`src/rtl/axi_rd_arbiter.sv`:
```
// ---------------------------------------------------------------------------
// axi_rd_arbiter
//
// Shares one AXI read address/data channel pair between two cache-style read
// requesters (port 0 = icache refill, port 1 = dcache refill/uncached load).
// One AR request is latched at a time and tagged with arid = port index. R
// beats are steered back by rid[0]. Each port can have at most one read in
// flight. A read whose word address matches the pending write is held off
// until the write path reports the write as acked.
//
// Optional build macro:
//   RD_ARB_RR_EN  - round-robin arbitration between the two ports (a 1-bit
//                   last-grant register). When undefined, port 1 always wins
//                   on contention.
//
// Ports:
//   aclk, areset           clock, asynchronous active-high reset
//   rd_req[1:0]            per-port read request
//   rd_type0/1             3'b000 byte, 3'b001 half, 3'b010 word, 3'b100 line
//   rd_addr0/1             request address
//   rd_rdy[1:0]            request accepted this cycle (rd_req & rd_rdy)
//   ret_valid/ret_last     per-port return beat valid / final beat
//   ret_data               shared return data, qualified by ret_valid
//   wr_pending, wr_addr    outstanding write used for the RAW hazard check
//   ar*                    AXI read address channel (master side)
//   rid/rdata/rresp/rlast/rvalid/rready   AXI read data channel
//   err                    sticky protocol/response error
// ---------------------------------------------------------------------------
module axi_rd_arbiter #(
    parameter int ADDR_W     = 32,
    parameter int DATA_W     = 32,
    parameter int LINE_BEATS = 4
) (
    input  logic              aclk,
    input  logic              areset,

    input  logic [1:0]        rd_req,
    input  logic [2:0]        rd_type0,
    input  logic [2:0]        rd_type1,
    input  logic [ADDR_W-1:0] rd_addr0,
    input  logic [ADDR_W-1:0] rd_addr1,
    output logic [1:0]        rd_rdy,
    output logic [1:0]        ret_valid,
    output logic [1:0]        ret_last,
    output logic [DATA_W-1:0] ret_data,

    input  logic              wr_pending,
    input  logic [ADDR_W-1:0] wr_addr,

    output logic [3:0]        arid,
    output logic [ADDR_W-1:0] araddr,
    output logic [7:0]        arlen,
    output logic [2:0]        arsize,
    output logic [1:0]        arburst,
    output logic [1:0]        arlock,
    output logic [3:0]        arcache,
    output logic [2:0]        arprot,
    output logic              arvalid,
    input  logic              arready,

    input  logic [3:0]        rid,
    input  logic [DATA_W-1:0] rdata,
    input  logic [1:0]        rresp,
    input  logic              rlast,
    input  logic              rvalid,
    output logic              rready,

    output logic              err
);

    localparam int         CNT_W     = (LINE_BEATS > 1) ? $clog2(LINE_BEATS) : 1;
    localparam logic [7:0] LINE_LEN  = 8'(LINE_BEATS - 1);
    localparam logic [2:0] TYPE_BYTE = 3'b000;
    localparam logic [2:0] TYPE_HALF = 3'b001;
    localparam logic [2:0] TYPE_LINE = 3'b100;

    typedef enum logic {
        AR_IDLE  = 1'b0,
        AR_VALID = 1'b1
    } ar_state_t;

    ar_state_t          r_state;
    logic               r_arvalid;
    logic [ADDR_W-1:0]  r_araddr;
    logic [3:0]         r_arid;
    logic [7:0]         r_arlen;
    logic [2:0]         r_arsize;

    logic [1:0]         r_busy;
    logic [7:0]         r_exp_len [2];
    logic [CNT_W-1:0]   r_cnt     [2];
    logic               r_err;

    logic [1:0]         w_blk;
    logic [1:0]         w_elig;
    logic               w_win;
    logic               w_grant_any;
    logic [1:0]         w_grant;
    logic [ADDR_W-1:0]  w_sel_addr;
    logic [2:0]         w_sel_type;
    logic [7:0]         w_sel_len;
    logic [2:0]         w_sel_size;

    logic               w_rport;
    logic               w_rbusy;
    logic               w_beat_acc;
    logic [7:0]         w_rcnt_ext;
    logic [7:0]         w_rexp_len;
    logic               w_err_set;
    logic               w_unused;

    // RAW hazard: compare word addresses only, a pending write to any byte of
    // the same word must be visible before the read is issued.
    assign w_blk[0] = wr_pending & (rd_addr0[ADDR_W-1:2] == wr_addr[ADDR_W-1:2]);
    assign w_blk[1] = wr_pending & (rd_addr1[ADDR_W-1:2] == wr_addr[ADDR_W-1:2]);
    assign w_elig   = rd_req & ~r_busy & ~w_blk;

`ifdef RD_ARB_RR_EN
    logic r_last_grant;

    // On contention the port that did not win last time takes the grant.
    assign w_win = (&w_elig) ? ~r_last_grant : w_elig[1];

    always_ff @(posedge aclk or posedge areset) begin
        if (areset) begin
            r_last_grant <= 1'b0;
        end else if (w_grant_any) begin
            r_last_grant <= w_win;
        end
    end
`else
    // Fixed priority: port 1 wins whenever it is eligible.
    assign w_win = w_elig[1];
`endif

    // Grants are only offered while no AR is waiting on arready, and never
    // while reset is held so rd_rdy reads 0 during reset.
    assign w_grant_any = (r_state == AR_IDLE) & (|w_elig) & ~areset;
    assign w_grant     = w_grant_any ? (w_win ? 2'b10 : 2'b01) : 2'b00;
    assign rd_rdy      = w_grant;

    always_comb begin
        w_sel_addr = w_win ? rd_addr1 : rd_addr0;
        w_sel_type = w_win ? rd_type1 : rd_type0;
        w_sel_len  = (w_sel_type == TYPE_LINE) ? LINE_LEN : 8'd0;
        case (w_sel_type)
            TYPE_BYTE: w_sel_size = 3'b000;
            TYPE_HALF: w_sel_size = 3'b001;
            default:   w_sel_size = 3'b010;
        endcase
    end

    always_ff @(posedge aclk or posedge areset) begin
        if (areset) begin
            r_state   <= AR_IDLE;
            r_arvalid <= 1'b0;
            r_araddr  <= '0;
            r_arid    <= 4'd0;
            r_arlen   <= 8'd0;
            r_arsize  <= 3'b010;
        end else begin
            case (r_state)
                AR_IDLE: begin
                    if (w_grant_any) begin
                        r_araddr  <= w_sel_addr;
                        r_arid    <= {3'b000, w_win};
                        r_arlen   <= w_sel_len;
                        r_arsize  <= w_sel_size;
                        r_arvalid <= 1'b1;
                        r_state   <= AR_VALID;
                    end
                end
                AR_VALID: begin
                    if (arready) begin
                        r_arvalid <= 1'b0;
                        r_state   <= AR_IDLE;
                    end
                end
                default: begin
                    r_arvalid <= 1'b0;
                    r_state   <= AR_IDLE;
                end
            endcase
        end
    end

    assign arvalid = r_arvalid;
    assign araddr  = r_araddr;
    assign arid    = r_arid;
    assign arlen   = r_arlen;
    assign arsize  = r_arsize;
    assign arburst = 2'b01;
    assign arlock  = 2'b00;
    assign arcache = 4'b0000;
    assign arprot  = 3'b000;

    // R channel: only ids that belong to a busy port are accepted; beats for
    // an idle port are left un-acked and flagged as an error.
    assign w_rport    = rid[0];
    assign w_rbusy    = r_busy[w_rport];
    assign rready     = w_rbusy;
    assign w_beat_acc = rvalid & w_rbusy;
    assign ret_valid  = {w_beat_acc & w_rport, w_beat_acc & ~w_rport};
    assign ret_last   = ret_valid & {2{rlast}};
    assign ret_data   = rdata;

    assign w_rcnt_ext = 8'(r_cnt[w_rport]);
    assign w_rexp_len = r_exp_len[w_rport];
    assign w_err_set  = (rvalid & ~w_rbusy)
                      | (w_beat_acc & (rresp != 2'b00))
                      | (w_beat_acc & rlast  & (w_rcnt_ext != w_rexp_len))
                      | (w_beat_acc & ~rlast & (w_rcnt_ext == w_rexp_len));

    // A grant and an accepted beat never hit the same port in one cycle:
    // a grant needs the port idle, an accepted beat needs it busy.
    always_ff @(posedge aclk or posedge areset) begin
        if (areset) begin
            r_busy <= 2'b00;
            for (int i = 0; i < 2; i++) begin
                r_exp_len[i] <= 8'd0;
                r_cnt[i]     <= '0;
            end
        end else begin
            for (int i = 0; i < 2; i++) begin
                if (w_grant[i]) begin
                    r_busy[i]    <= 1'b1;
                    r_exp_len[i] <= w_sel_len;
                    r_cnt[i]     <= '0;
                end else if (ret_valid[i]) begin
                    if (rlast) begin
                        r_busy[i] <= 1'b0;
                        r_cnt[i]  <= '0;
                    end else begin
                        r_cnt[i]  <= r_cnt[i] + CNT_W'(1);
                    end
                end
            end
        end
    end

    always_ff @(posedge aclk or posedge areset) begin
        if (areset) begin
            r_err <= 1'b0;
        end else if (w_err_set) begin
            r_err <= 1'b1;
        end
    end

    assign err = r_err;

    // Upper id bits and the byte offset of the write address carry no meaning here.
    assign w_unused = &{1'b0, rid[3:1], wr_addr[1:0]};

endmodule

```
`config.mk`:
```
export PLATFORM = sky130hd
export DESIGN_NAME = axi_rd_arbiter
export DESIGN_NICKNAME = d
export VERILOG_FILES = /design/src/rtl/axi_rd_arbiter.sv
export SDC_FILE = /design/constraint.sdc
export NUM_CORES = 1
export LEC_CHECK = 0
export BUFFER_PORTS_ARGS = -buffer_cell sky130_fd_sc_hd__buf_2
export CORE_AREA = 2 2 96 98
export CTS_CLUSTER_SIZE = 20
export DETAILED_ROUTE_END_ITERATION = 6
export DIE_AREA = 0 0 98 100
export HOLD_SLACK_MARGIN = 0.1
export PLACE_DENSITY = 0.76
export SKIP_CTS_REPAIR_TIMING = 1
export SLEW_MARGIN = 10
export SYNTH_ARGS = -nofsm -noshare
export SYNTH_HDL_FRONTEND = slang
export SYNTH_SLANG_ARGS = --single-unit
```
`constraint.sdc`:
```
create_clock -name aclk -period 4.5 [get_ports aclk]
set_input_delay 0.45 -clock aclk [delete_from_list [all_inputs] [get_ports aclk]]
set_output_delay 0.45 -clock aclk [all_outputs]
set_load 0.01 [all_outputs]
```
# ---- Word-level counts from Yosys, hierarchy flattened
# Index checks and enable logic that the tools add are counted.
dict set report word_totals {
  wordCells 94
  inputBits 148
  output_inout_bits 99
  regBits 69
}
dict set report op_classes {
  muxes 31
  n_bitwise 27
  reduce_logical 11
  n_lt_le_gt_ge 2
  n_addsub 2
  n_eq_ne 8
}
# operator n
set ops {}
lappend ops {{equality test 30 bit} 2}
lappend ops {{2-to-1 mux 32 bit} 1}
lappend ops {{2-to-1 mux 2 bit} 12}
lappend ops {{2-to-1 mux 8 bit} 3}
lappend ops {{AND 1 bit} 13}
lappend ops {{2-to-1 mux 1 bit} 11}
lappend ops {{nonzero test 2 bit} 5}
lappend ops {{equality test 2 x 8 -> 1 bit} 1}
lappend ops {{!= test 2 x 8 -> 1 bit} 1}
lappend ops {{AND reduction 2 bit} 4}
lappend ops {{AND 2 bit} 3}
lappend ops {{inverter 1 bit} 5}
lappend ops {{adder 2 x 1 -> 2 bit (second input constant)} 2}
lappend ops {{!= test 2 bit (second input constant)} 2}
lappend ops {{inverter 2 bit} 2}
lappend ops {{case mux 1 bit (2 select lines)} 2}
lappend ops {{case mux 2 bit (2 select lines)} 1}
lappend ops {{equality test 3 x 1 -> 1 bit (second input constant)} 1}
lappend ops {{equality test 3 bit (second input constant)} 1}
lappend ops {{logical NOT 3 bit} 1}
lappend ops {{2-to-1 mux 3 bit} 1}
lappend ops {{OR 1 bit} 3}
lappend ops {{>= comparator 2 bit (second input constant)} 1}
lappend ops {{less-than comparator 1 x 2 -> 1 bit (second input constant)} 1}
lappend ops {{2 further kinds} 2}

# ---- Longest topological paths before layout
# Gate-level depths: netlist of run 1.
dict set report depth {
  ltp_word 10
  mapped_depth 9
  mapped_depth_nobuf 7
}

# ---- Least setup slack after synthesis of run 1
# OpenSTA, ideal clock, no wires.
dict set report synth_path {
  path_kind {input to output}
  start {input wr_addr[31]}
  end {output rd_rdy[0]}
  path_stages 7
  n_path_buf 2
  arrival_ps 1993
  t_required_ps 4050
  slack_ps 2057
  cell_sequence {xnor2_1 > o2111ai_1 > or4_1 > o311a_1 > buf_6 > nor2_8 > buf_4}
}
dict set report synth_between {
  elab_chain_len 8
  word_cells_on_any_way 11
  classes_between {eq/ne (2); mux (2); bitwise (6); reduce/logical (1)}
}
# item line_no
set synth_rtl {}
lappend synth_rtl {{start: declaration} 48} ;# input logic [ADDR_W-1:0] wr_addr,
lappend synth_rtl {{equality test 30 bit (on tied branches)} {114, 115}}
lappend synth_rtl {{AND 1 bit (on tied branches)} {114, 115}}
lappend synth_rtl {{inverter 2 bit *} 116} ;# assign w_elig = rd_req & ~r_busy & ~w_blk;
lappend synth_rtl {{AND 2 bit *} 116}
lappend synth_rtl {{OR reduction 2 bit} 138} ;# assign w_grant_any = (r_state == AR_IDLE) & (|w_elig) & ~areset;
lappend synth_rtl {{AND 1 bit (2 in a row)} 138}
lappend synth_rtl {{2-to-1 mux 2 bit *} 139} ;# assign w_grant = w_grant_any ? (w_win ? 2'b10 : 2'b01) : 2'b00;
lappend synth_rtl {{end: declaration} 42} ;# output logic [1:0] rd_rdy,
# Mark *: on every way between the ends. The rest lies on a longest branch, timed or not.

# ---- Worst setup path in the final report of run 1
# Ends and elaborated chain as after synthesis.

==> impl_metrics.toml, run 1 <==
[status]
status = "finished clean"

[timing]
fmax_mhz = 301
finalHoldViolCount = 0
post-route-period-util_pct = 73.8
slew_viol_final = 0
rsz0062_at_grt = "no"
tightest_slew_ns = 1.00
setup_tns_ns = 0
setup_violations = 0
maxSlewHeadroom_pct = 33.0
fin_skew_ns = 0.00313
period_needed_ns = 3.32

[power]
power.leakage_uw = 0.00210
irDropWorstVdd_mv = 0.175
p_per_area_nw_per_um2 = 479

[synth]
ys_seq_area_share_pct = 35.4
synth_edf_count = 0
syn_avg_cell_area_um2 = 9.95
syn_area_um2 = 3320
synth_warnings = 0
synthArstFlopShare_pct = 100
synth_ff_type = "dfrtp_1"
synth.distinct_cells = 42
synth_cells = 334
synth.ff_latch_count = 47

[placed_design]
place_congestion = 0.822
io_buffers = 156
dp_hpwl_um = 7940
placed_area_um2 = 3820

[clock_network]
clk_latency_ns = 0.30
clkTransAtPathRegs_ns = 0.09
cts_tree = "done"
clockBufferDepth = 2
clkSinkCount = 47
h-tree-depth = 2
cts_buffers = 5
root_buffer = "clkbuf_8"

[die]
start_util_pct = 37.4
rows = 35
dieArea_um2 = 9800
fp.dieH_um = 100
ios = 247
fp.coreArea_um2 = 8890
die_w_um = 98

[layout]
drive_gt1_share_pct = 39.0
diodes = 0
stdcell_area_um2 = 3930
syn2layout_area_growth_pct = 18.3
nets = 598
fill_cells = 894

[detailed_routing]
dr.pass1.iters = 4
drc = 0
drtIter0Drc = 118
drtAntennaViolNets = 0
routedWlPerCell_um = 18.0
vias = 2930
routed_wl_um = 10100
avgViaCountPerCell = 5.21

[grt]
grtUsageTotal_pct = 20.3
grt_overflow = 0
grt_max_degree = 48
antenna_found_initial = 0
grt_pass1_vias = 2887
grt_pass1_wl_um = 15500

[worst_setup_path]
r2r-start = "r_busy[1]$_DFFE_PP0P_"
crit_start = "wr_addr[31]"
worstSetupPathType = "in2out"
cp.required_ns = 4.05
endpoint_kind = "output pin"
cp.arrival_ns = 2.87
crit_fanout = 37
start_kind = "input pin"

[hold_path]
hp-start = "rd_addr0[0]"
hold_class = "in2reg"

[flow_run]
drv_cap = 0
[critical path, stage by stage]
cell,delay [ns]
buf_2,0.11
xnor2_1,0.25
o2111ai_1,0.13
or4_1,0.58
o311a_1,0.54
nor2_8,0.55
buf_2,0.24
[report_power, final]
group	switching (µW)	leakage (µW)	internal, µW
Sequential	124	0.000588	610
Combinational	448	0.00146	381
Clock	153	0.0000581	166
[synth_stat cells (all sizes together), types with 2 or more instances]
cell type   n  area, µm²
a21oi       4       20.0
a221o      35        350
and2        3       18.8
and3       34        213
buf        64        502
clkbuf      5       18.8
conb        2       7.51
dfrtp      46       1150
inv         7       26.3
nand2       6       22.5
nand2b      5       31.3
nand3       5       25.0
nand4       6       37.5
nor2       14       68.8
nor3        8       40.0
nor4        8       50.1
o2111ai     2       35.0
o21ai       4       20.0
or4         2       18.8
xnor2      19        166
xor2       40        350
[worst paths after layout]
path                                                to  slack, ns  cells after the start
worst min register to register         err$_DFFE_PP0P_       0.47                      1
worst max-delay path                         rd_rdy[0]       1.18                      7
worst min-delay path             araddr[0]$_DFFE_PP0P_       0.38                      2
worst max register to register   arsize[0]$_DFFE_PP0P_       2.30                      5
max in group asynchronous       araddr[27]$_DFFE_PP0P_       3.48                      2
min in group asynchronous        arsize[0]$_DFFE_PP0P_       0.41                      2
[logic make-up (layout without fill, tap and decap cells)]
group | Yosys count | after routing | share of synthesized area [%]
simple gates | 95 | 95 | 16.7
compound gates | 53 | 53 | 15.1
mux | 2 | 2 | 0.640
other cells | 2 | 21 | 0.226
flops | 47 | 47 | 35.4
buf+inv | 76 | 174 | 16.4
xor+xnor | 59 | 59 | 15.5
[flip-flops by register name, indices dropped and copies added, names as in the netlist]
register / count
arvalid: 1
arsize: 2
r_cnt: 4
err: 1
arlen: 1
r_exp_len: 2
arid: 1
r_state: 1
r_busy: 2
araddr: 32
[layout make-up]
type	instances	area [µm²]	area share [%]
clock buffers	5	68.8	1.75
clock inverters	3	43.8	1.11
flip-flops and latches	47	1180	29.9
well taps	111	139	3.53
repair buffers	159	803	20.4
inverters	7	26.3	0.668
multi-input cells	230	1670	42.6
[through the flow]
| step | utilization [%] | cells | hold slack (ns) | total power (µW) | worst slack [ns] |
|---|---|---|---|---|---|
| 6_report | 44.2 | 562 | 0.377 | 1880 | 1.18 |
| 5_1_grt | 44.2 | 562 | 0.368 | 2020 | 1.01 |
| 4_1_cts | 44.2 | 562 | 0.362 | 1900 | 1.14 |
| 3_5_place_dp | 43.0 | 554 | 0.452 | 1570 | 1.15 |
| 3_3_place_gp | 43.0 | 554 | 0.446 | 1550 | 1.15 |
| 2_1_floorplan | - | 353 | 0.464 | 1280 | 2.06 |
[metal layers]
layer	track usage, %	part of all wire (%)	up-vias
met5	0	0	-
met2	35.3	50	148
met4	4.06	0.50	0
met3	5.08	7.7	6
met1	25.9	42	1406
li1	-	-	1370
[cells in the final DEF, fill, tap and decap left out, types with 2 or more instances in the layout]
| master | count |
|---|---|
| conb_1 | 21 |
| and3_1 | 34 |
| a221o_1 | 35 |
| xor2_1 | 40 |
| buf_2 | 156 |
| o21ai_0 | 4 |
| xnor2_1 | 19 |
| nand3_1 | 5 |
| nand2_1 | 6 |
| nor4_1 | 8 |
| inv_1 | 5 |
| nor2_1 | 12 |
| buf_4 | 3 |
| dfrtp_1 | 46 |
| nor3_1 | 8 |
| clkbuf_8 | 5 |
| nand4_1 | 6 |
| and2_1 | 3 |
| nand2b_1 | 5 |
| a21oi_1 | 4 |
| inv_2 | 2 |
(Power assumes the default switching activity.)
==> run 2, diff against run 1 <==
--- a/config.mk
+++ b/config.mk
@@ -5,13 +5,14 @@
 export SDC_FILE = /design/constraint.sdc
 export NUM_CORES = 1
 export LEC_CHECK = 0
+export ABC_AREA = 1
 export BUFFER_PORTS_ARGS = -buffer_cell sky130_fd_sc_hd__buf_2
-export CORE_AREA = 2 2 96 98
+export CORE_MARGIN = 2
+export CORE_UTILIZATION = 39
 export CTS_CLUSTER_SIZE = 20
 export DETAILED_ROUTE_END_ITERATION = 6
-export DIE_AREA = 0 0 98 100
 export HOLD_SLACK_MARGIN = 0.1
-export PLACE_DENSITY = 0.76
+export PLACE_DENSITY = 0.77
 export SKIP_CTS_REPAIR_TIMING = 1
 export SLEW_MARGIN = 10
 export SYNTH_ARGS = -nofsm -noshare
==> constraint.sdc (replaced) <==
create_clock -name aclk -period 2.93 [get_ports aclk]
set_input_delay 0.293 -clock aclk [delete_from_list [all_inputs] [get_ports aclk]]
set_output_delay 0.293 -clock aclk [all_outputs]
set_load 0.01 [all_outputs]
==> run 2 against run 1 <==
Area after synthesis grew 17%. Core utilization increased by 2.2 points. Sequential power increased by 49%. Sequential share of layout area is 3.9 points lower. Die area up 10%. Cell count rose by 48%. Flip-flop and latch count unchanged. First-iteration DRC count rose by 20%. Via count increased by 26%. Critical path depth is 3 lower. Critical endpoint is now rd_rdy[1].
==> impl_metrics.toml, run 2 <==
[synth]
synth.area.top_cells = "dfrtp_1 (30%), nand2_1 (23%), buf_4 (11%), inv_1 (7.9%), o211ai_2 (6.1%)"
yosysMostFrequentCell = "nand2_1"
synth_edf_count = 0
syn_avg_cell_area_um2 = 6.71
synth.distinct_cells = 32
ys_seq_area_share_pct = 30.3
synth_cells = 579
synth.ff_latch_count = 47
syn_area_um2 = 3880
synth_top_area_share_pct = 29.6
yosysTopAreaCell = "dfrtp_1"
synthArstFlopShare_pct = 100
synth_ff_type = "dfrtp_1"
synth_common_cells = "nand2_1 (233), inv_1 (82), buf_4 (57)"
synth_warnings = 0

[worst_setup_path]
crit_path_cell_trace = "nor2_1 > nand2_8 > nor2_8 > buf_2"
crit_fanout = 16
start_kind = "register"
reg2reg_to = "araddr[2]$_DFFE_PP0P_"
cp_top_family = "simple AND/OR/NAND/NOR gates"
r2r_cells = 6
endpoint_kind = "output pin"
r2r-start = "r_busy[1]$_DFFE_PP0P_"
cp.arrival_ns = 1.83
slowest_delay_ns = 0.43
crit_slowest_cell = "nor2_1"
worstSetupPathType = "reg2out"
cp_num_buf_inv = 1
reg2reg_slack_ns = 1.06
cp.required_ns = 2.64

[layout]
fill_cells = 1026
stdcell_area_um2 = 4520
nets = 847
largest_register_ff_count = 32
diodes = 0
final_common_cell = "nand2_1"
final_cell_mix = "nand2_1 (233), buf_2 (156), inv_1 (81)"
drive_gt1_share_pct = 29.6
syn2layout_area_growth_pct = 16.3

[flow_run]
drv_cap = 0

[die]
start_util_pct = 39.9
fp.coreArea_um2 = 9730
rows = 36
dieArea_um2 = 10800
ios = 247
fp.dieH_um = 104
die_w_um = 104

[timing]
period_needed_ns = 2.13
fin_skew_ns = 0.0131
fmax_mhz = 470
post-route-period-util_pct = 72.6
maxSlewHeadroom_pct = 30.2
tightest_slew_ns = 1.04
slew_viol_final = 0
setup_violations = 0
rsz0062_at_grt = "no"
finalHoldViolCount = 0
setup_tns_ns = 0

[detailed_routing]
vias = 3699
dr.pass1.iters = 4
avgViaCountPerCell = 4.44
drc = 0
drtAntennaViolNets = 0
routedWlPerCell_um = 12.8
drtIter0Drc = 142
routed_wl_um = 10700

[hold_path]
hold_class = "in2reg"
min_to = "r_state$_DFF_PP0_"
hold_depth = 2
hp-start = "arready"

[power]
power.leakage_uw = 0.00272
irDropWorstVdd_mv = 0.306
p_per_area_nw_per_um2 = 633

[grt]
antenna_found_initial = 0
grt_pass1_vias = 3538
grt_pass1_wl_um = 17100
grtUsageTotal_pct = 20.0
grt_max_degree = 48
grt_overflow = 0

[clock_network]
clk_latency_ns = 0.31
cts_buffers = 5
cts_tree = "done"
root_buffer = "clkbuf_8"
clkSinkCount = 47
clockBufferDepth = 2
clkTransAtPathRegs_ns = 0.10
h-tree-depth = 2

[placed_design]
dp_hpwl_um = 8500
io_buffers = 156
placed_area_um2 = 4420
place_congestion = 0.875

[status]
status = "finished clean"
run 2: cell count changes after synthesis, sizes merged, moves of 6 or more:
cell | previous run | this run
nand3 | 5 | 20
nand2 | 6 | 235
o21ai | 4 | 10
inv | 7 | 94
xor2 | 40 | 1
a221o | 35 | 0
nor4 | 8 | 0
and3 | 34 | 0
o211ai | 0 | 26
nor2 | 14 | 43
nor3 | 8 | 0
run 2: per-stage QoR:
stage	hold WS (ns)	setup WS [ns]	utilization [%]	power, µW	std cells
after global placement	0.454	0.681	45.4	2430	825
after global routing	0.147	0.699	46.4	3110	833
after floorplan	0.389	1.22	-	2040	598
after CTS	0.145	0.772	46.4	2910	833
final	0.151	0.802	46.4	2860	833
after detailed placement	0.463	0.653	45.4	2450	825
run 2: final cells by class:
cell class	count	area [µm²]	share of cell area, %
multi-input cells	392	1910	42.4
flip-flops and latches	47	1180	26.1
repair buffers	158	796	17.6
inverters	95	364	8.06
well taps	133	166	3.68
clock buffers	6	82.6	1.83
clock inverters	2	16.3	0.360
run 2: kinds of logic after synthesis:
family | synth area share [%]
AOI/OAI and AO/OA | 9.76
and+or+nand+nor | 33.2
xor gates and xnor gates | 4.28
other | 0.193
DFF | 30.3
buffers and inverters | 22.3
run 2: how the worst max path moves through the flow:
stage	startpoint	endpoint	slack (ns)	depth (start not counted)
detailed placement	wr_addr[21]	r_state$_DFF_PP0_	0.65	14
CTS	r_busy[1]$_DFFE_PP0P_	rd_rdy[1]	0.77	4
floorplan	r_busy[0]$_DFFE_PP0P_	ret_last[0]	1.22	6
finish	r_busy[1]$_DFFE_PP0P_	rd_rdy[1]	0.80	4
global placement	wr_addr[21]	r_state$_DFF_PP0_	0.68	14
global route	r_busy[1]$_DFFE_PP0P_	rd_rdy[1]	0.70	4
run 2: routing by layer:
layer	GRT usage [%]	share of wire [%]
met1	25.8	44
met2	32.8	46
met3	5.29	8.7
met4	6.37	1.9
met5	0	0
run 2: power by group:
part | internal, µW | switching, µW | leakage (µW) | total, µW
clock network | 193 | 242 | 0.0000474 | 436
registers | 935 | 159 | 0.000587 | 1090
logic | 540 | 788 | 0.00208 | 1330
==> run 3, diff against run 2 <==
==> constraint.sdc (replaced) <==
create_clock -name aclk -period 1.8 [get_ports aclk]
set_input_delay 0.18 -clock aclk [delete_from_list [all_inputs] [get_ports aclk]]
set_output_delay 0.18 -clock aclk [all_outputs]
set_load 0.01 [all_outputs]
==> run 3 against run 2 <==
Cell area up 4.2%. Worst hold slack got worse by 0.051 ns. Critical path depth rose by 3. Routed wire length up 2.8%. Sequential power rose by 64%. Flip-flop and latch count did not move. Critical endpoint is now rd_rdy[0].
==> impl_metrics.toml, run 3 (same netlist as run 2, synthesis figures left out) <==
[power]
pwr-share-comb_pct = 49.1
power.leakage_uw = 0.00282
swShare_pct = 41.1
power.internal_uw = 2820
power_switching_uw = 1970
irDropWorstVdd_mv = 0.453
seq_power_share_pct = 37.4
p_per_area_nw_per_um2 = 1020
pwr-share-clk_pct = 13.5

[die]
dieArea_um2 = 10800
start_util_pct = 39.9
rows = 36
die_w_um = 104
fp.coreArea_um2 = 9730
ios = 247
fp.dieH_um = 104

[detailed_routing]
drtAntennaViolNets = 0
vias = 3726
routedWlPerCell_um = 12.9
avgViaCountPerCell = 4.38
routed_wl_um = 11000
dr.pass1.iters = 4
drc = 0
drtIter0Drc = 141

[worst_setup_path]
cp.required_ns = 1.62
crit_start = "r_state$_DFF_PP0_"
worstSetupPathType = "reg2out"
crit_fanout = 3
cp.arrival_ns = 1.54
start_kind = "register"
r2r-start = "r_state$_DFF_PP0_"
endpoint_kind = "output pin"

[grt]
antenna_found_initial = 0
grt_overflow = 0
grt_max_degree = 25
grt_pass1_wl_um = 17300
grt_pass1_vias = 3502
grtUsageTotal_pct = 20.1

[clock_network]
clkSinkCount = 47
clkTransAtPathRegs_ns = 0.09
cts_buffers = 5
cts_tree = "done"
clockBufferDepth = 2
clk_latency_ns = 0.30
root_buffer = "clkbuf_8"
h-tree-depth = 2

[layout]
diodes = 0
final_cell_mix = "nand2_1 (233), buf_2 (156), inv_1 (80)"
largest_register_ff_count = 32
fill_cells = 1020
nets = 865
final_common_cell = "nand2_1"
drive_gt1_share_pct = 31.2
syn2layout_area_growth_pct = 21.2
stdcell_area_um2 = 4710

[placed_design]
placed_area_um2 = 4590
post-place-ws_ns = -0.0211
dp_hpwl_um = 9030
io_buffers = 156
place_congestion = 0.887

[timing]
fin_skew_ns = 0.00664
post-route-period-util_pct = 95.3
setup_ws_ns = 0.0847
finalHoldViolCount = 0
fmax_mhz = 583
period_needed_ns = 1.72
slew_viol_final = 0
setup_violations = 0
rsz0062_at_grt = "no"

[status]
status = "finished clean"

[hold_path]
hp-start = "rd_addr0[1]"
hold_class = "in2reg"

[flow_run]
drv_cap = 0
[run 3: cell types whose count changed in the layout (fill, tap and decap cells not counted)]
cell	before	now
o21ai_2	1	2
dlygate4sd3_1	0	2
inv_1	81	80
clkinv_2	0	1
clkbuf_1	0	2
buf_12	0	5
clkbuf_8	6	5
inv_2	11	12
o21ai_0	9	8
nor2_2	2	3
clkinv_4	1	0
nor2_1	38	37
clkinvlp_4	1	0
buf_4	2	13
[run 3: power groups by stage]
stage	Clock [µW]	Combinational, µW	Sequential, µW
2_1_floorplan	0	1360	1960
3_3_place_gp	0	2310	1800
3_5_place_dp	0	2350	1800
4_1_cts	672	2350	1790
5_1_grt	708	2620	1850
6_report	648	2350	1790
[run 3: area by class of cell]
type / count / area (µm²) / area share (%)
Multi-Input combinational cell: 392 / 1920 / 40.8
Sequential cell: 47 / 1180 / 25.0
Timing Repair Buffer: 176 / 998 / 21.2
Inverter: 95 / 364 / 7.73
Tap cell: 133 / 166 / 3.53
Clock buffer: 7 / 76.3 / 1.62
Clock inverter: 1 / 5.00 / 0.106
[run 3: final timing paths]
path / depth (start not counted) / slack, ns / endpoint
setup / recovery: 7 / 0.08 / rd_rdy[0]
hold / removal: 3 / 0.10 / araddr[1]$_DFFE_PP0P_
setup reg to reg: 9 / 0.21 / araddr[26]$_DFFE_PP0P_
hold reg to reg: 2 / 0.47 / arsize[1]$_DFFE_PP1P_
max in group asynchronous: 4 / 1.00 / arsize[1]$_DFFE_PP1P_
min in group asynchronous: 4 / 0.51 / arsize[0]$_DFFE_PP0P_
[run 3: stage by stage]
step / hold WS [ns] / utilization [%] / std cells / total power (µW) / setup TNS [ns]
after floorplan: 0.276 / - / 598 / 3320 / 0
after CTS: -0.0623 / 48.0 / 848 / 4810 / -0.00630
after global routing: 0.107 / 48.4 / 851 / 5170 / 0
after detailed placement: 0.275 / 47.2 / 840 / 4150 / -0.0680
after global placement: 0.263 / 47.2 / 840 / 4110 / -0.0245
final: 0.101 / 48.4 / 851 / 4790 / 0
[run 3: metal layers]
layer  track usage [%]  vias up  wire [µm]
met4              5.50        0        172
met1              25.9     1626       5000
met5                 0        -          0
met2              32.7      128       5000
met3              5.98       20        808
li1                  -     1952          -
[run 3: critical path, stage by stage (launching register included)]
cell,delay (ns)
dfrtp_1,0.41
nor2_2,0.13
inv_2,0.08
nor2_1,0.09
nand2_1,0.08
buf_4,0.15
nor2_4,0.15
buf_2,0.16
